==> config.mk <==
export PLATFORM = sky130hd
export DESIGN_NAME = param_cacheline_adapter
export DESIGN_NICKNAME = d
export VERILOG_FILES = /design/src/rtl/param_cacheline_adapter_pkg.sv /design/src/rtl/param_cacheline_adapter_line_beat_buffer.sv /design/src/rtl/param_cacheline_adapter.sv
export SDC_FILE = /design/constraint.sdc
export NUM_CORES = 1
export LEC_CHECK = 0
export BUFFER_PORTS_ARGS = -buffer_cell sky130_fd_sc_hd__buf_2
export CAP_MARGIN = 20
export CORE_AREA = 5 5 300 302
export DETAILED_ROUTE_END_ITERATION = 12
export DIE_AREA = 0 0 305 307
export PLACE_DENSITY = 0.38
export SLEW_MARGIN = 20
export SYNTH_ARGS = -nofsm -noshare
export SYNTH_HDL_FRONTEND = slang
export SYNTH_SLANG_ARGS = --single-unit
==> constraint.sdc <==
create_clock -name clk_i -period 3.4 [get_ports clk_i]
set_input_delay 0.34 -clock clk_i [delete_from_list [all_inputs] [get_ports clk_i]]
set_output_delay 0.34 -clock clk_i [all_outputs]
set_load 0.03 [all_outputs]
==> src/rtl/param_cacheline_adapter_pkg.sv <==
// ---------------------------------------------------------------------------
// cache_types
// Shared types for the parametrised cacheline adapter.
//   cacheline_state_t : adapter controller states
// ---------------------------------------------------------------------------
package cache_types;

  typedef enum logic [2:0] {
    LINE_IDLE        = 3'd0,
    WAIT             = 3'd1,
    SERIALIZE        = 3'd2,
    DESERIALIZE      = 3'd3,
    DESERIALIZE_DONE = 3'd4
  } cacheline_state_t;

endpackage : cache_types

==> src/rtl/param_cacheline_adapter_line_beat_buffer.sv <==
// ---------------------------------------------------------------------------
// line_beat_buffer
// One cacheline of storage viewed as BEATS burst-wide slots.
//   clk_i, rst_ni   : clock, synchronous active-low reset (clears the line)
//   load_i          : load the whole line from load_line_i (write path)
//   beat_we_i       : write beat_wdata_i into slot beat_widx_i (read path)
//   beat_ridx_i     : slot presented on beat_rdata_o (combinational read)
//   line_o          : full stored line
// Load has priority over a beat write; the controller never asserts both.
// ---------------------------------------------------------------------------
module line_beat_buffer #(
  parameter int LINE_WIDTH  = 256,
  parameter int BURST_WIDTH = 64,
  localparam int BEATS      = LINE_WIDTH / BURST_WIDTH,
  localparam int IDX_W      = $clog2(BEATS)
) (
  input  logic                   clk_i,
  input  logic                   rst_ni,
  input  logic                   load_i,
  input  logic [LINE_WIDTH-1:0]  load_line_i,
  input  logic                   beat_we_i,
  input  logic [IDX_W-1:0]       beat_widx_i,
  input  logic [BURST_WIDTH-1:0] beat_wdata_i,
  input  logic [IDX_W-1:0]       beat_ridx_i,
  output logic [BURST_WIDTH-1:0] beat_rdata_o,
  output logic [LINE_WIDTH-1:0]  line_o
);

  logic [BEATS-1:0][BURST_WIDTH-1:0] line_q;

  always_ff @(posedge clk_i) begin
    if (!rst_ni) begin
      line_q <= '0;
    end else if (load_i) begin
      line_q <= load_line_i;
    end else if (beat_we_i) begin
      line_q[beat_widx_i] <= beat_wdata_i;
    end
  end

  assign beat_rdata_o = line_q[beat_ridx_i];
  assign line_o       = line_q;

endmodule : line_beat_buffer

==> src/rtl/param_cacheline_adapter.sv <==
// ---------------------------------------------------------------------------
// param_cacheline_adapter
// Bridges a line-wide cache memory port to a burst memory. Writes are sent
// as BEATS consecutive bursts (beat 0 first); reads collect BEATS in-order
// beats into one line. All outputs come straight from flops.
//
// Optional feature macro: CACHELINE_EARLY_RESTART_EN
//   When defined, the beat holding the requested address is forwarded on
//   crit_rdata_o with a one-cycle crit_valid_o pulse the cycle after it
//   arrives. When undefined, both crit outputs are tied to 0.
//
// Ports
//   clk_i, rst_ni     : clock, synchronous active-low reset
//   dfp_addr_i        : cache request byte address
//   dfp_read_i/_write_i : line requests, held until dfp_resp_o
//   dfp_wdata_i       : line to write
//   dfp_rdata_o       : assembled line, valid while dfp_resp_o
//   dfp_resp_o        : one-cycle completion pulse
//   crit_valid_o/crit_rdata_o : early-restart critical beat
//   bmem_addr_o       : line-aligned address
//   bmem_read_o       : one-cycle read command
//   bmem_write_o/bmem_wdata_o : write beat strobe and data
//   bmem_ready_i      : memory can accept a command (checked at issue only)
//   bmem_rdata_i/bmem_rvalid_i : in-order read beats
//
// States
//   LINE_IDLE        | waiting for a request; also the write dfp_resp cycle
//   WAIT             | read command issued, waiting for beat 0
//   SERIALIZE        | driving write beats, cnt = beat on the bus
//   DESERIALIZE      | collecting read beats, cnt = next slot to fill
//   DESERIALIZE_DONE | read dfp_resp cycle, line complete in the buffer
// ---------------------------------------------------------------------------
module param_cacheline_adapter
  import cache_types::*;
#(
  parameter int LINE_WIDTH  = 256,
  parameter int BURST_WIDTH = 64,
  parameter int ADDR_WIDTH  = 32
) (
  input  logic                   clk_i,
  input  logic                   rst_ni,
  input  logic [ADDR_WIDTH-1:0]  dfp_addr_i,
  input  logic                   dfp_read_i,
  input  logic                   dfp_write_i,
  input  logic [LINE_WIDTH-1:0]  dfp_wdata_i,
  output logic [LINE_WIDTH-1:0]  dfp_rdata_o,
  output logic                   dfp_resp_o,
  output logic                   crit_valid_o,
  output logic [BURST_WIDTH-1:0] crit_rdata_o,
  output logic [ADDR_WIDTH-1:0]  bmem_addr_o,
  output logic                   bmem_read_o,
  output logic                   bmem_write_o,
  output logic [BURST_WIDTH-1:0] bmem_wdata_o,
  input  logic                   bmem_ready_i,
  input  logic [BURST_WIDTH-1:0] bmem_rdata_i,
  input  logic                   bmem_rvalid_i
);

  localparam int BEATS  = LINE_WIDTH / BURST_WIDTH;
  localparam int CNT_W  = $clog2(BEATS);
  localparam int OFF_W  = $clog2(LINE_WIDTH / 8);
  localparam int BOFF_W = $clog2(BURST_WIDTH / 8);
  localparam logic [CNT_W-1:0] LAST_BEAT = CNT_W'(BEATS - 1);

  cacheline_state_t       state_q, state_d;
  logic [CNT_W-1:0]       cnt_q, cnt_d, cnt_inc;
  logic [ADDR_WIDTH-1:0]  addr_q, addr_d;
  logic                   bmem_read_q, bmem_read_d;
  logic                   bmem_write_q, bmem_write_d;
  logic [BURST_WIDTH-1:0] bmem_wdata_q, bmem_wdata_d;
  logic                   dfp_resp_q, dfp_resp_d;

  logic                   buf_load;
  logic                   buf_we;
  logic [BURST_WIDTH-1:0] buf_beat;

  // Offset bits are dropped from the memory address.
  logic unused_addr_lo;
  assign unused_addr_lo = ^dfp_addr_i[OFF_W-1:0];

  assign cnt_inc = cnt_q + 1'b1;

  line_beat_buffer #(
    .LINE_WIDTH  (LINE_WIDTH),
    .BURST_WIDTH (BURST_WIDTH)
  ) u_buf (
    .clk_i        (clk_i),
    .rst_ni       (rst_ni),
    .load_i       (buf_load),
    .load_line_i  (dfp_wdata_i),
    .beat_we_i    (buf_we),
    .beat_widx_i  (cnt_q),
    .beat_wdata_i (bmem_rdata_i),
    .beat_ridx_i  (cnt_inc),
    .beat_rdata_o (buf_beat),
    .line_o       (dfp_rdata_o)
  );

`ifdef CACHELINE_EARLY_RESTART_EN
  logic [CNT_W-1:0]       crit_idx_q, crit_idx_d;
  logic                   crit_valid_q, crit_valid_d;
  logic [BURST_WIDTH-1:0] crit_rdata_q, crit_rdata_d;
`endif

  always_comb begin
    state_d      = state_q;
    cnt_d        = cnt_q;
    addr_d       = addr_q;
    bmem_read_d  = 1'b0;
    bmem_write_d = 1'b0;
    bmem_wdata_d = '0;
    dfp_resp_d   = 1'b0;
    buf_load     = 1'b0;
    buf_we       = 1'b0;
`ifdef CACHELINE_EARLY_RESTART_EN
    crit_idx_d   = crit_idx_q;
    crit_valid_d = 1'b0;
    crit_rdata_d = crit_rdata_q;
`endif

    unique case (state_q)
      LINE_IDLE: begin
        // dfp_resp_q high means the cache has not yet seen completion and
        // its request line is stale.
        if (!dfp_resp_q && bmem_ready_i) begin
          if (dfp_write_i) begin
            state_d      = SERIALIZE;
            cnt_d        = '0;
            addr_d       = {dfp_addr_i[ADDR_WIDTH-1:OFF_W], {OFF_W{1'b0}}};
            buf_load     = 1'b1;
            bmem_write_d = 1'b1;
            // Buffer is loaded this edge, so beat 0 comes from the input.
            bmem_wdata_d = dfp_wdata_i[BURST_WIDTH-1:0];
          end else if (dfp_read_i) begin
            state_d     = WAIT;
            cnt_d       = '0;
            addr_d      = {dfp_addr_i[ADDR_WIDTH-1:OFF_W], {OFF_W{1'b0}}};
            bmem_read_d = 1'b1;
`ifdef CACHELINE_EARLY_RESTART_EN
            crit_idx_d  = dfp_addr_i[OFF_W-1:BOFF_W];
`endif
          end
        end
      end

      SERIALIZE: begin
        if (cnt_q == LAST_BEAT) begin
          state_d    = LINE_IDLE;
          cnt_d      = '0;
          dfp_resp_d = 1'b1;
        end else begin
          cnt_d        = cnt_inc;
          bmem_write_d = 1'b1;
          bmem_wdata_d = buf_beat;
        end
      end

      WAIT, DESERIALIZE: begin
        if (bmem_rvalid_i) begin
          buf_we = 1'b1;
          cnt_d  = cnt_inc;
          if (state_q == WAIT) begin
            state_d = DESERIALIZE;
          end else if (cnt_q == LAST_BEAT) begin
            state_d    = DESERIALIZE_DONE;
            dfp_resp_d = 1'b1;
          end
`ifdef CACHELINE_EARLY_RESTART_EN
          if (cnt_q == crit_idx_q) begin
            crit_valid_d = 1'b1;
            crit_rdata_d = bmem_rdata_i;
          end
`endif
        end
      end

      DESERIALIZE_DONE: begin
        state_d = LINE_IDLE;
      end

      default: begin
        state_d = LINE_IDLE;
        cnt_d   = '0;
      end
    endcase
  end

  always_ff @(posedge clk_i) begin
    if (!rst_ni) begin
      state_q      <= LINE_IDLE;
      cnt_q        <= '0;
      addr_q       <= '0;
      bmem_read_q  <= 1'b0;
      bmem_write_q <= 1'b0;
      bmem_wdata_q <= '0;
      dfp_resp_q   <= 1'b0;
    end else begin
      state_q      <= state_d;
      cnt_q        <= cnt_d;
      addr_q       <= addr_d;
      bmem_read_q  <= bmem_read_d;
      bmem_write_q <= bmem_write_d;
      bmem_wdata_q <= bmem_wdata_d;
      dfp_resp_q   <= dfp_resp_d;
    end
  end

`ifdef CACHELINE_EARLY_RESTART_EN
  always_ff @(posedge clk_i) begin
    if (!rst_ni) begin
      crit_idx_q   <= '0;
      crit_valid_q <= 1'b0;
      crit_rdata_q <= '0;
    end else begin
      crit_idx_q   <= crit_idx_d;
      crit_valid_q <= crit_valid_d;
      crit_rdata_q <= crit_rdata_d;
    end
  end

  assign crit_valid_o = crit_valid_q;
  assign crit_rdata_o = crit_rdata_q;
`else
  assign crit_valid_o = 1'b0;
  assign crit_rdata_o = '0;
`endif

  assign bmem_addr_o  = addr_q;
  assign bmem_read_o  = bmem_read_q;
  assign bmem_write_o = bmem_write_q;
  assign bmem_wdata_o = bmem_wdata_q;
  assign dfp_resp_o   = dfp_resp_q;

endmodule : param_cacheline_adapter

## Yosys cells after proc, flatten, opt, wreduce, memory -nomap -nowiden

Cells that the tools add are included.

- Flip-flop bits (word level): 360
- Output and inout bits: 420
- Memories: 0
- Bits of input ports: 358
- Bits in latches: 0
- Word-level logic and storage cells: 79
- Memory bits (read-only): 0
- Memory bits (writable): 0

- Magnitude comparators: 3
- Bitwise logic cells: 4
- $add $sub $neg: 1
- Reductions and logical operators: 11
- Divide/modulo/power cells: 0
- Equality and inequality tests: 10
- Muxes and demuxes: 39
- Multipliers: 0
- Shift operators: 0

Operators with widths:

| cell | count |
|---|---|
| two-way mux 256 bit | 2 |
| two-way mux 64 bit | 5 |
| bitwise mux 256 bit | 1 |
| binary-select mux 64 bit (select 2 bit) | 1 |
| demux 64 bit (select 2 bit) | 1 |
| one-hot mux 64 bit (2 select lines) | 1 |
| two-way mux 32 bit | 2 |
| two-way mux 3 bit | 7 |
| two-way mux 1 bit | 10 |
| two-way mux 2 bit | 5 |
| one-hot mux 3 bit (3 select lines) | 1 |
| one-hot mux 2 bit (4 select lines) | 1 |
| == test 3 x 2 -> 1 bit, second input constant | 2 |
| < comparator 2 x 3 -> 1 bit, second input constant | 2 |
| inequality test 2 bit, second input constant | 3 |
| inequality test 3 bit, second input constant | 2 |
| AND reduction 5 bit | 1 |
| NOT 1 bit | 4 |
| one-hot mux 1 bit (2 select lines) | 2 |
| AND reduction 4 bit | 1 |
| nonzero test 2 bit | 2 |
| OR reduction 4 bit | 1 |
| == test 3 x 1 -> 1 bit, second input constant | 1 |
| == test 3 bit, second input constant | 1 |
| other kinds (8) | 9 |

## Longest topological paths before layout

Gate-level depths: netlist (run 1).

- Depth after elaboration: 7
- Mapped depth: 10
- Depth with buffers taken out: 6

## Cells and area by module

From an unflattened synthesis (run 1), not the netlist that was laid out.

- Cell total of the unflattened synthesis: 1812
- Area, all modules: 17712.0 sq um

Modules (own cells, without submodules):

| module | cells each | times used | area each (sq um) | sequential area each (sq um) |
|---|---|---|---|---|
| line_beat_buffer | 1351 | 1 | 13618.1 | 5124.9 |
| param_cacheline_adapter | 461 | 1 | 4093.9 | 1981.9 |

## Least setup slack after synthesis (run 1)

No wires, ideal clock.

- Path kind: register -> register
- From: register cnt_q[0]
- To: register bmem_wdata_q[63], in the netlist bmem_wdata_o[63]
- Setup time: 0.117 ns
- Path buffers: 3
- Clock period less this slack: 2.809 ns
- Data required time: 3.283 ns
- Data arrival time: 2.692 ns
- Path slack: 0.591 ns
- Cell stages (with the launch flop): 8
- Cells stage by stage: dfxtp_1 > buf_1 > clkbuf_1 > inv_1 > ha_1 > buf_1 > mux4_2 > a22o_1

- Longest elaborated chain between the ends: 5
- Elaborated cells on any way between the ends: 6
- Classes of those cells: 1 x add/sub; 1 x eq/ne; 4 x mux

Ends and longest elaborated chain:

| element | line | source |
|---|---|---|
| start: declaration | param_cacheline_adapter.sv:66 | `logic [CNT_W-1:0] cnt_q, cnt_d, cnt_inc;` |
| start signal: assignment | param_cacheline_adapter.sv:199 | `cnt_q <= cnt_d;` |
| adder 2 x 1 -> 2 bit | param_cacheline_adapter.sv:81 | `assign cnt_inc = cnt_q + 1'b1;` |
| binary-select mux 64 bit (select 2 bit) | param_cacheline_adapter_line_beat_buffer.sv:41 | `assign beat_rdata_o = line_q[beat_ridx_i];` |
| two-way mux 64 bit (not written as such) | param_cacheline_adapter_line_beat_buffer.sv:41 |  |
| two-way mux 64 bit (*) | param_cacheline_adapter.sv:147 | `if (cnt_q == LAST_BEAT) begin` |
| one-hot mux 64 bit (2 select lines) (*) | param_cacheline_adapter.sv:121 | `unique case (state_q)` |
| end signal: assignment | param_cacheline_adapter.sv:203 | `bmem_wdata_q <= bmem_wdata_d;` |
| end: declaration | param_cacheline_adapter.sv:70 | `logic [BURST_WIDTH-1:0] bmem_wdata_q, bmem_wdata_d;` |

Every way passes the cells marked *; elsewhere a longest branch is shown, timed or not. The select of a mux whose other input is x is not followed.
A chain may end at the register's enable or synchronous reset.

## Final worst setup path (run 1)

- From: register state_q[0]
- To: register u_buf.line_q (netlist bit u_buf.line_o[204])

- Longest elaborated chain between the ends: 4
- Elaborated cells on any way between the ends: 8
- Classes of those cells: 2 x eq/ne; 3 x mux; 3 x reduce/logical

Ends and longest elaborated chain:

| element | line | source |
|---|---|---|
| start: declaration | param_cacheline_adapter.sv:65 | `cacheline_state_t state_q, state_d;` |
| start signal: assignment | param_cacheline_adapter.sv:198 | `state_q <= state_d;` |
| == test 3 x 1 -> 1 bit or == test 3 x 2 -> 1 bit (tied branches) | param_cacheline_adapter.sv:121 |  |
| OR reduction 2 bit | param_cacheline_adapter.sv:121 |  |
| two-way mux 1 bit | param_cacheline_adapter.sv:121 |  |
| nonzero test 2 bit (no line) | n/a |  |
| end signal: assignment | param_cacheline_adapter_line_beat_buffer.sv:35 | `line_q <= load_line_i;` |
| end signal: indexed assignment | param_cacheline_adapter_line_beat_buffer.sv:37 | `line_q[beat_widx_i] <= beat_wdata_i;` |
| end: declaration | param_cacheline_adapter_line_beat_buffer.sv:29 | `logic [BEATS-1:0][BURST_WIDTH-1:0] line_q;` |

Several ways; a longest one is shown, not always the timed one.

==> tab_implementation.tex, run 1 <==
\begin{tabular}{lr}
\hline
Metric & Value \\
\hline
\multicolumn{2}{l}{\textbf{Run status}} \\
\quad Status & completed \\
\multicolumn{2}{l}{\textbf{Timing}} \\
\quad Worst Slack Setup Final & 1.21 ns \\
\quad Relative slew slack & 0.418 \\
\quad Final Hold Fails & 0 \\
\quad Minimum clock period after layout & $\sim$2.2 ns \\
\quad Transition time at the pin with the least slew margin & a little under 0.9 ns \\
\quad Final setup violation count & 0 \\
\quad Ratio of final minimum period to clock period & 0.645 \\
\quad Max Transition Viols Final & 0 \\
\quad Setup repair after global routing missed its margin & false \\
\quad Highest Clock Rate & 0.456 GHz \\
\quad Skew final & between 0.02 and 0.03 ns \\
\quad Aggregate negative setup slack & 0 ns \\
\multicolumn{2}{l}{\textbf{GRT}} \\
\quad Number of antenna violations at the first check in global routing & 21 \\
\quad GRT overflow & 0 \\
\quad Vias in the first global route & approximately 18,000 \\
\quad Aggregate global-route resource usage & 0.170 \\
\quad Wire length of the first global-routing pass & approximately 120,000 um \\
\quad Pin count of the biggest net entering global routing & between 150 and 200 \\
\multicolumn{2}{l}{\textbf{Flow run}} \\
\quad Number of max-cap violations & 0 \\
\multicolumn{2}{l}{\textbf{Synth}} \\
\quad Sequential area share after synthesis & 0.442 \\
\quad Post-synth cell types & 36 \\
\quad YS warnings & 0 \\
\quad Post-synth top area share & 0.442 \\
\quad Seq cells post-synth & about 360 \\
\quad Largest area contributor in the synthesized netlist & sky130\_fd\_sc\_hd\_\_dfxtp\_1 \\
\quad Number of standard cells after synthesis & around 1,900 \\
\quad Top cells by area in the synthesized netlist & sky130\_fd\_sc\_hd\_\_dfxtp\_1 44\%, sky130\_fd\_sc\_hd\_\_nand2\_1 13\%, sky130\_fd\_sc\_hd\_\_a31oi\_1 10\% \\
\quad Mean cell area of the mapped netlist & roughly 8.5 sq um \\
\quad Cell area after synthesis & around 16,000 sq um \\
\multicolumn{2}{l}{\textbf{Worst setup path}} \\
\quad Depth of the worst register-to-register path & 6 \\
\quad Number of buffers and inverters on the critical path & 3 \\
\quad Data arrival time of the critical path & between 2 and 3 ns \\
\quad Stages on worst setup path & 6 \\
\quad Worst Setup Start Kind & register \\
\quad Maximum cell stage delay along the critical path & $\sim$0.70 ns \\
\quad Slowest stage cell, crit path & sky130\_fd\_sc\_hd\_\_dfxtp\_1 \\
\quad Cell breakdown of the critical path & inv\_1 -> buf\_4 -> or3\_4 -> buf\_12 -> nand2\_1 -> a31oi\_1 \\
\quad Register-to-register path setup slack & 1.21 ns \\
\quad Kind of cell adding the most delay to the critical path & flip-flops \\
\quad Start-to-end type of the worst setup path & reg -> reg \\
\quad Highest net fanout along the worst path & 64 \\
\quad Required time of the worst setup path & 3.84 ns \\
\quad Type of element capturing the critical path & register \\
\multicolumn{2}{l}{\textbf{Power}} \\
\quad Highest ir drop seen on vdd & 0.276 mV \\
\quad Pwr/cell area & 524 nW/um\^{}2 \\
\quad Leakage dissipation & $\sim$9.6 nW \\
\multicolumn{2}{l}{\textbf{Route}} \\
\quad Routed len/inst & around 22 um \\
\quad First-pass iteration count of the detailed router & 6 \\
\quad Final Routed Wirelength & about 85,000 um \\
\quad Detail Route Antenna Nets & 0 \\
\quad Routed wire length on met3 & $\sim$6200 um \\
\quad Total number of vias & around 18,000 \\
\quad Highest routing layer actually used & met5 \\
\quad Post-DR vias/cell & between 4 and 5 \\
\quad Count of routing violations after the opening detailed-route iteration & 1,293 \\
\quad Metal-1 WL & about 34,000 um \\
\quad Total DRC errors in the routed layout & 0 \\
\quad Wire length on met2 & approximately 43,000 um \\
\multicolumn{2}{l}{\textbf{Hold path}} \\
\quad Cell depth of the worst min-delay path & 2 \\
\quad Hold WC Path Type & in -> reg \\
\multicolumn{2}{l}{\textbf{Clocking}} \\
\quad Resized Gates After CTS & 0 \\
\quad Clock Sinks & 355 \\
\quad Post-CTS Setup Bufs & 0 \\
\quad Cts-stage hold buffer count & 90 \\
\quad CTS H-tree lvls & 2 \\
\quad Deepest clock path buffer count & 3 \\
\quad Clock tree from TritonCTS & yes \\
\quad Worst-path clk slew & 0.06 ns \\
\quad Clock latency on the worst-skew pair & 0.59 ns \\
\quad CTS Root Buffer Type & sky130\_fd\_sc\_hd\_\_clkbuf\_16 \\
\quad Number of buffers added by the clock tree synthesis step & 44 \\
\multicolumn{2}{l}{\textbf{Placement}} \\
\quad HPWL after detailed placement & a little under 60,000 um \\
\quad Final weighted congestion in routability-driven placement & 0.843 \\
\quad Post-place setup slack & around 1.2 ns \\
\quad I/O Buffers & roughly 700 \\
\multicolumn{2}{l}{\textbf{Final layout}} \\
\quad Area of combinational cells with multiple inputs & between 7000 and 8000 sq um \\
\quad Fill cells & approximately 9,600 \\
\quad Most common cell after layout, fill and taps aside & sky130\_fd\_sc\_hd\_\_buf\_2 \\
\quad Area growth from synthesis to layout & 42.9\% \\
\quad Core utilization of the finished layout & 0.263 \\
\quad Combined flip-flop and latch cell area & a little over 7000 sq um \\
\quad Leading cell types in the layout, fill and taps excluded & 701 x sky130\_fd\_sc\_hd\_\_buf\_2, 573 x sky130\_fd\_sc\_hd\_\_nand2\_1, 354 x sky130\_fd\_sc\_hd\_\_dfxtp\_1 \\
\quad Nets & 2,954 \\
\quad Fraction of final layout cells with drive strength greater than 1 & 0.339 \\
\multicolumn{2}{l}{\textbf{Die}} \\
\quad Effective utilization at floorplan & 0.184 \\
\quad Die width & slightly above 300 um \\
\quad Number of cell rows & $\sim$110 \\
\quad Area of the placeable core & 87,400 sq um \\
\quad Io pins & about 780 \\
\quad Area of the die & roughly 94,000 sq um \\
\quad Vert. Die Dim & just over 300 um \\
\hline
\end{tabular}
[cell type report]
cell class | instances | share of cell area
sequential | 355 | 0.310
timing repair buffer | 830 | 0.215
multi-input combinational | 1357 | 0.346
antenna | 19 | 0.00207
clock buffer | 63 | 0.0550
clock inverter | 17 | 0.00855
tap | 1165 | 0.0635
inverter | 4 | 0.000654
[final timing paths]
path / end / startpoint
worst min register to register: bmem_addr_o[17] / bmem_addr_o[17]
worst max register to register: u_buf.line_o[204] / state_q[0]
worst max-delay path: u_buf.line_o[204] / state_q[0]
worst min-delay path: bmem_wdata_o[47] / dfp_wdata_i[47]
[logic make-up after synthesis]
| family | after synthesis | share of synthesized area |
|---|---|---|
| compound gates | 612 | 0.231 |
| simple gates | 605 | 0.151 |
| flops | 355 | 0.442 |
| buf+inv | 250 | 0.0824 |
| mux | 66 | 0.0909 |
| fa+ha+maj | 4 | 0.00311 |
| other cells | 1 | 0.000233 |
[synth_stat cells (all sizes together)]
cell,count
nand2,573
dfxtp,355
o21ai,258
a31oi,256
buf,138
clkbuf,108
a22o,64
mux4,64
a21boi,27
nor3,9
or3,5
ha,4
inv,4
nor2,4
a21oi,3
nand2b,3
nand3,3
mux2i,2
nand3b,2
nor2b,2
nor4,2
a211oi,1
a31o,1
a32oi,1
conb,1
nor3b,1
o311ai,1
or2,1
[where the power goes]
group | total [mW] | leakage [nW] | switching [mW] | internal [mW]
clock network | 4.83 | 0.722 | 2.01 | 2.83
logic | 2.49 | 5.95 | 1.64 | 0.853
registers | 4.70 | 2.91 | 0.237 | 4.47
[routing by layer]
layer	vias to the layer above	track usage
met3	141	0.0363
li1	8019	-
met5	-	0
met2	853	0.302
met1	8555	0.205
met4	4	0.0565
[state kept, by name, indices dropped and copies added, names as in the netlist]
name / count
u_buf.line_o: 256
bmem_addr_o: 27
bmem_read_o: 1
bmem_write_o: 1
state_q: 3
bmem_wdata_o: 64
cnt_q: 2
dfp_resp_o: 1
[stage by stage]
| stage | cells | power, mW | instance area [sq um] | hold WS [ns] |
|---|---|---|---|---|
| 2_1_floorplan | 1962 | 6.28 | 16300 | 0.465 |
| 3_5_place_dp | 3621 | 7.21 | 20600 | 0.443 |
| 3_3_place_gp | 3621 | 7.19 | 20600 | 0.439 |
| 4_1_cts | 3791 | 12.2 | 22900 | 0.000812 |
| 5_1_grt | 3806 | 12.6 | 23000 | 0.0120 |
| 6_report | 3810 | 12.0 | 23000 | 0.0424 |
Power figures use the tool's default switching activity.
==> run 2, diff against run 1 <==
Clock period 3.4 ns to 2.26 ns, I/O delays scaled along.
==> tab_implementation.tex, run 2 (synthesized netlist as in run 1, its figures left out) <==
\begin{tabular}{lr}
\hline
Metric & Value \\
\hline
\multicolumn{2}{l}{\textbf{Route}} \\
\quad Detail Route Antenna Nets & 0 \\
\quad Final Routed Wirelength & 90,700 um \\
\quad Total number of vias & roughly 19,000 \\
\quad Count of routing violations after the opening detailed-route iteration & around 1,300 \\
\quad Post-DR vias/cell & approximately 4.6 \\
\quad First-pass iteration count of the detailed router & 5 \\
\quad Total DRC errors in the routed layout & 0 \\
\quad Routed len/inst & approximately 22 um \\
\multicolumn{2}{l}{\textbf{Worst setup path}} \\
\quad Number of buffers and inverters on the critical path & 3 \\
\quad Data arrival time of the critical path & 2.63 ns \\
\quad Required time of the worst setup path & $\sim$2.7 ns \\
\quad Register-to-register path setup slack & 0.07 ns \\
\quad Highest net fanout along the worst path & 14 \\
\quad Slowest stage cell, crit path & sky130\_fd\_sc\_hd\_\_dlygate4sd3\_1 \\
\quad Type of element capturing the critical path & register \\
\quad Worst Setup Start Kind & register \\
\quad Cell breakdown of the critical path & inv\_4 -> ha\_1 -> nand2\_2 -> or3\_4 -> buf\_16 -> nand2\_1 -> a31oi\_1 -> dlygate4sd3\_1 \\
\quad Kind of cell adding the most delay to the critical path & buffers and inverters \\
\quad Maximum cell stage delay along the critical path & roughly 0.56 ns \\
\quad Start-to-end type of the worst setup path & reg -> reg \\
\multicolumn{2}{l}{\textbf{Timing}} \\
\quad Transition time at the pin with the least slew margin & $\sim$0.86 ns \\
\quad Post-Route Hold Slack & 0.0538 ns \\
\quad Highest Clock Rate & 0.457 GHz \\
\quad Ratio of final minimum period to clock period & 0.968 \\
\quad Skew final & $\sim$0.035 ns \\
\quad Max Transition Viols Final & 0 \\
\quad Final Hold Fails & 0 \\
\quad Relative slew slack & 0.424 \\
\quad Final setup violation count & 0 \\
\quad Minimum clock period after layout & 2.19 ns \\
\quad Setup repair after global routing missed its margin & false \\
\multicolumn{2}{l}{\textbf{Run status}} \\
\quad Status & completed \\
\multicolumn{2}{l}{\textbf{Die}} \\
\quad Io pins & roughly 780 \\
\quad Effective utilization at floorplan & 0.184 \\
\quad Area of the die & 93,600 sq um \\
\quad Number of cell rows & 109 \\
\quad Area of the placeable core & between 80,000 and 90,000 sq um \\
\quad Vert. Die Dim & a little over 300 um \\
\quad Die width & 305 um \\
\multicolumn{2}{l}{\textbf{Placement}} \\
\quad Cell count after placement & roughly 3,600 \\
\quad Final weighted congestion in routability-driven placement & roughly 0.84 \\
\quad I/O Buffers & approximately 700 \\
\quad HPWL after detailed placement & 59,200 um \\
\multicolumn{2}{l}{\textbf{Final layout}} \\
\quad Area growth from synthesis to layout & 61.4\% \\
\quad Final non-filler cell total & between 4,000 and 5,000 \\
\quad Most common cell after layout, fill and taps aside & sky130\_fd\_sc\_hd\_\_buf\_2 \\
\quad Leading cell types in the layout, fill and taps excluded & 701 x sky130\_fd\_sc\_hd\_\_buf\_2, 572 x sky130\_fd\_sc\_hd\_\_nand2\_1, 353 x sky130\_fd\_sc\_hd\_\_dfxtp\_1 \\
\quad Nets & $\sim$3,200 \\
\quad Number of flip-flops under the largest register name & $\sim$260 \\
\quad Fraction of final layout cells with drive strength greater than 1 & 0.316 \\
\multicolumn{2}{l}{\textbf{Flow run}} \\
\quad Number of max-cap violations & 0 \\
\multicolumn{2}{l}{\textbf{Hold path}} \\
\quad Hold WC Path Type & in -> reg \\
\multicolumn{2}{l}{\textbf{Clocking}} \\
\quad Clock latency on the worst-skew pair & a little under 0.6 ns \\
\quad Worst-path clk slew & 0.06 ns \\
\quad Clock tree from TritonCTS & yes \\
\quad Number of buffers added by the clock tree synthesis step & between 40 and 50 \\
\quad CTS H-tree lvls & 2 \\
\quad Deepest clock path buffer count & 3 \\
\quad CTS Root Buffer Type & sky130\_fd\_sc\_hd\_\_clkbuf\_16 \\
\quad Clock Sinks & between 300 and 400 \\
\multicolumn{2}{l}{\textbf{GRT}} \\
\quad Number of antenna violations at the first check in global routing & 9 \\
\quad Vias in the first global route & around 19,000 \\
\quad Aggregate global-route resource usage & 0.178 \\
\quad Wire length of the first global-routing pass & 129,000 um \\
\quad Pin count of the biggest net entering global routing & $\sim$150 \\
\quad GRT overflow & 0 \\
\multicolumn{2}{l}{\textbf{Power}} \\
\quad Pwr/cell area & $\sim$700 nW/um\^{}2 \\
\quad Leakage dissipation & around 11 nW \\
\quad Highest ir drop seen on vdd & about 0.46 mV \\
\quad PnR Total Power & $\sim$19 mW \\
\hline
\end{tabular}
run 2: cell type report:
| class | instances | area, sq um |
|---|---|---|
| clock inverters | 11 | 119 |
| repair buffers | 1112 | 7920 |
| well taps | 1165 | 1460 |
| inverters | 4 | 17.5 |
| multi-input cells | 1357 | 7960 |
| flip-flops and latches | 355 | 7110 |
| clock buffers | 65 | 1340 |
| fillers | 9398 | 61500 |
| diodes | 7 | 17.5 |
run 2: through the flow:
step                utilization  setup slack (ns)  cell area, sq um  TNS [ns]
global route              0.297            0.0143             25900         0
floorplan                     -          -0.00166             16400   -0.0665
global placement          0.237             0.217             20700         0
CTS                       0.293            0.0175             25600         0
detailed placement        0.237             0.207             20700         0
finish                    0.297            0.0728             25900         0
run 2: what timing repair did:
action                                  4_1_cts  5_1_grt
endpoints found under the setup margin        0       10
hold buffers                                347        0
hold endpoints to repair                    350        0
gates resized for setup                       0       18
buffers inserted                              0       16
run 2: power by group:
part           internal [mW]  leakage (nW)  switching, mW  total, mW
logic                   1.60          7.26           2.58       4.18
clock network           4.32         0.723           2.99       7.32
registers               6.72          2.91          0.368       7.09
run 2: routing by layer:
layer	share of wire	up-vias	GRT usage
li1	-	8580	-
met1	0.40	9090	0.220
met2	0.49	866	0.305
met3	0.068	181	0.0366
met4	0.041	2	0.0711
met5	0.00021	-	0
run 2: path summary, 6_finish.rpt:
path | from | cells after the start | to
setup / recovery | cnt_q[0] | 8 | u_buf.line_o[179]
hold / removal | dfp_wdata_i[207] | 3 | u_buf.line_o[207]
setup reg to reg | cnt_q[0] | 8 | u_buf.line_o[179]
hold reg to reg | bmem_addr_o[30] | 2 | bmem_addr_o[30]
run 2: worst reg2reg max path: stages, from the launching register on:
cell and delay [ns]:
sky130_fd_sc_hd__dfxtp_4 0.37, sky130_fd_sc_hd__inv_4 0.07, sky130_fd_sc_hd__ha_1 0.15, sky130_fd_sc_hd__nand2_2 0.08, sky130_fd_sc_hd__or3_4 0.43, sky130_fd_sc_hd__buf_16 0.18
sky130_fd_sc_hd__nand2_1 0.15, sky130_fd_sc_hd__a31oi_1 0.08, sky130_fd_sc_hd__dlygate4sd3_1 0.56
==> run 3, diff against run 2 <==
Settings changed: CELL_PAD_IN_SITES_DETAIL_PLACEMENT set to 0, CELL_PAD_IN_SITES_GLOBAL_PLACEMENT set to 1, PLACE_DENSITY 0.38 to 0.49.
==> tab_implementation.tex, run 3 (synthesized netlist as in run 1, its figures left out) <==
\begin{tabular}{lr}
\hline
Metric & Value \\
\hline
\multicolumn{2}{l}{\textbf{Run status}} \\
\quad Status & completed \\
\multicolumn{2}{l}{\textbf{Die}} \\
\quad Die width & between 300 and 400 um \\
\quad Vert. Die Dim & between 300 and 400 um \\
\quad Area of the die & $\sim$94,000 sq um \\
\quad Number of cell rows & approximately 110 \\
\quad Area of the placeable core & 87,400 sq um \\
\quad Io pins & a little under 800 \\
\quad Effective utilization at floorplan & 0.184 \\
\multicolumn{2}{l}{\textbf{Timing}} \\
\quad Ratio of final minimum period to clock period & 0.955 \\
\quad Worst Slack Setup Final & 0.102 ns \\
\quad Transition time at the pin with the least slew margin & between 0.8 and 0.9 ns \\
\quad Minimum clock period after layout & approximately 2.2 ns \\
\quad Max Transition Viols Final & 0 \\
\quad Relative slew slack & 0.448 \\
\quad Post-Route Hold Slack & 0.0555 ns \\
\quad Final Hold Fails & 0 \\
\quad Skew final & roughly 0.023 ns \\
\quad Highest Clock Rate & 0.463 GHz \\
\quad Final setup violation count & 0 \\
\quad Setup repair after global routing missed its margin & false \\
\multicolumn{2}{l}{\textbf{Power}} \\
\quad Highest ir drop seen on vdd & $\sim$0.43 mV \\
\quad Pwr/cell area & between 700 and 800 nW/um\^{}2 \\
\quad Leakage dissipation & $\sim$11 nW \\
\multicolumn{2}{l}{\textbf{Hold path}} \\
\quad Hold WC Path Type & in -> reg \\
\quad Startpoint of the tightest hold check path & dfp\_wdata\_i[110] \\
\multicolumn{2}{l}{\textbf{Worst setup path}} \\
\quad Maximum cell stage delay along the critical path & $\sim$0.56 ns \\
\quad End point of the critical path & u\_buf.line\_o[232] \\
\quad Type of element capturing the critical path & register \\
\quad Data arrival time of the critical path & between 2 and 3 ns \\
\quad Highest net fanout along the worst path & 16 \\
\quad R2R Path End & u\_buf.line\_o[232] \\
\quad Cell breakdown of the critical path & ha\_1 -> nand2\_1 -> or3\_4 -> buf\_16 -> nand2\_1 -> a31oi\_1 -> dlygate4sd3\_1 \\
\quad Kind of cell adding the most delay to the critical path & buffers and inverters \\
\quad Setup crit start & cnt\_q[1] \\
\quad Most numerous cell on the critical path & sky130\_fd\_sc\_hd\_\_nand2\_1 \\
\quad Stages on worst setup path & 7 \\
\quad Number of buffers and inverters on the critical path & 2 \\
\quad Required time of the worst setup path & 2.71 ns \\
\quad Register-to-register path setup slack & around 0.1 ns \\
\quad Start-to-end type of the worst setup path & reg -> reg \\
\quad Slowest stage cell, crit path & sky130\_fd\_sc\_hd\_\_dlygate4sd3\_1 \\
\quad Worst reg2reg path startpoint & cnt\_q[1] \\
\quad Depth of the worst register-to-register path & 7 \\
\quad Worst Setup Start Kind & register \\
\multicolumn{2}{l}{\textbf{Clocking}} \\
\quad Clock tree from TritonCTS & yes \\
\quad CTS H-tree lvls & 2 \\
\quad Clock latency on the worst-skew pair & 0.57 ns \\
\quad Clock Sinks & roughly 360 \\
\quad CTS Root Buffer Type & sky130\_fd\_sc\_hd\_\_clkbuf\_16 \\
\quad Number of buffers added by the clock tree synthesis step & 45 \\
\quad Worst-path clk slew & 0.06 ns \\
\quad Deepest clock path buffer count & 3 \\
\multicolumn{2}{l}{\textbf{Final layout}} \\
\quad Core utilization of the finished layout & 0.298 \\
\quad Area growth from synthesis to layout & 62.0\% \\
\quad Fraction of final layout cells with drive strength greater than 1 & 0.321 \\
\quad Nets & between 3,000 and 4,000 \\
\quad Fill cells & about 9,300 \\
\quad Area of combinational cells with multiple inputs & 7950 sq um \\
\quad Most common cell after layout, fill and taps aside & sky130\_fd\_sc\_hd\_\_buf\_2 \\
\quad Leading cell types in the layout, fill and taps excluded & 701 x sky130\_fd\_sc\_hd\_\_buf\_2, 573 x sky130\_fd\_sc\_hd\_\_nand2\_1, 354 x sky130\_fd\_sc\_hd\_\_dfxtp\_1 \\
\quad Combined flip-flop and latch cell area & just over 7000 sq um \\
\quad Number of flip-flops under the largest register name & about 260 \\
\multicolumn{2}{l}{\textbf{Flow run}} \\
\quad Number of max-cap violations & 0 \\
\multicolumn{2}{l}{\textbf{GRT}} \\
\quad Vias in the first global route & 19,175 \\
\quad GRT overflow & 0 \\
\quad Number of antenna violations at the first check in global routing & 7 \\
\quad Pin count of the biggest net entering global routing & 93 \\
\quad Wire length of the first global-routing pass & $\sim$130,000 um \\
\quad Aggregate global-route resource usage & 0.178 \\
\multicolumn{2}{l}{\textbf{Route}} \\
\quad Total number of vias & 18,558 \\
\quad Final Routed Wirelength & 90,500 um \\
\quad Detail Route Antenna Nets & 0 \\
\quad Post-DR vias/cell & roughly 4.5 \\
\quad Count of routing violations after the opening detailed-route iteration & 1,196 \\
\quad Routed len/inst & about 22 um \\
\quad Total DRC errors in the routed layout & 0 \\
\quad First-pass iteration count of the detailed router & 5 \\
\multicolumn{2}{l}{\textbf{Placement}} \\
\quad I/O Buffers & between 700 and 800 \\
\quad Final weighted congestion in routability-driven placement & slightly above 0.8 \\
\quad Post-place setup slack & 0.219 ns \\
\quad HPWL after detailed placement & 61,100 um \\
\hline
\end{tabular}
## run 3: metrics by stage
| stage | area, sq um | cells | TNS, ns | total power, mW |
|---|---|---|---|---|
| finish | 26000 | 4089 | 0 | 18.7 |
| detailed placement | 21000 | 3655 | 0 | 11.0 |
| floorplan | 16400 | 1962 | -0.0665 | 9.47 |
| global route | 26000 | 4089 | 0 | 19.5 |
| global placement | 21000 | 3655 | 0 | 10.9 |
| CTS | 25900 | 4076 | 0 | 19.0 |
## run 3: area by class of cell
class,instances,area share
diodes,4,0.000384
clock buffers,69,0.0521
clock inverters,13,0.00514
inverters,4,0.000721
multi-input cells,1357,0.305
flip-flops and latches,355,0.273
well taps,1165,0.0560
repair buffers,1122,0.307
## run 3: worst min path at each step
stage | slack, ns | depth (start not counted) | endpoint
floorplan | 0.35 | 1 | bmem_wdata_o[5]
global placement | 0.44 | 2 | bmem_addr_o[13]
detailed placement | 0.44 | 2 | bmem_addr_o[20]
CTS | 0.003 | 3 | u_buf.line_o[110]
global route | 0.03 | 3 | u_buf.line_o[113]
finish | 0.06 | 3 | u_buf.line_o[110]
## run 3: report_power, final
part	internal [mW]	switching (mW)
clock network	4.36	3.00
logic	1.65	2.60
registers	6.72	0.359
## run 3: timing repair
item | 4_1_cts | 5_1_grt
hold endpoints to repair | 349 | 0
hold buffers | 339 | 0
gates resized for setup | 0 | 7
buffers inserted | 0 | 6
endpoints found under the setup margin | 0 | 5
## run 3: tightest hold or removal path: stages
cell	delay, ns
sky130_fd_sc_hd__buf_2	0.11
sky130_fd_sc_hd__o21ai_0	0.09
sky130_fd_sc_hd__a31oi_1	0.14
## run 3: routing by layer
metal,global-route usage,wire (um),vias up
met1,0.219,36500,8933
met5,0,25,-
met2,0.314,44900,861
li1,-,-,8593
met3,0.0345,5980,167
met4,0.0630,3170,4
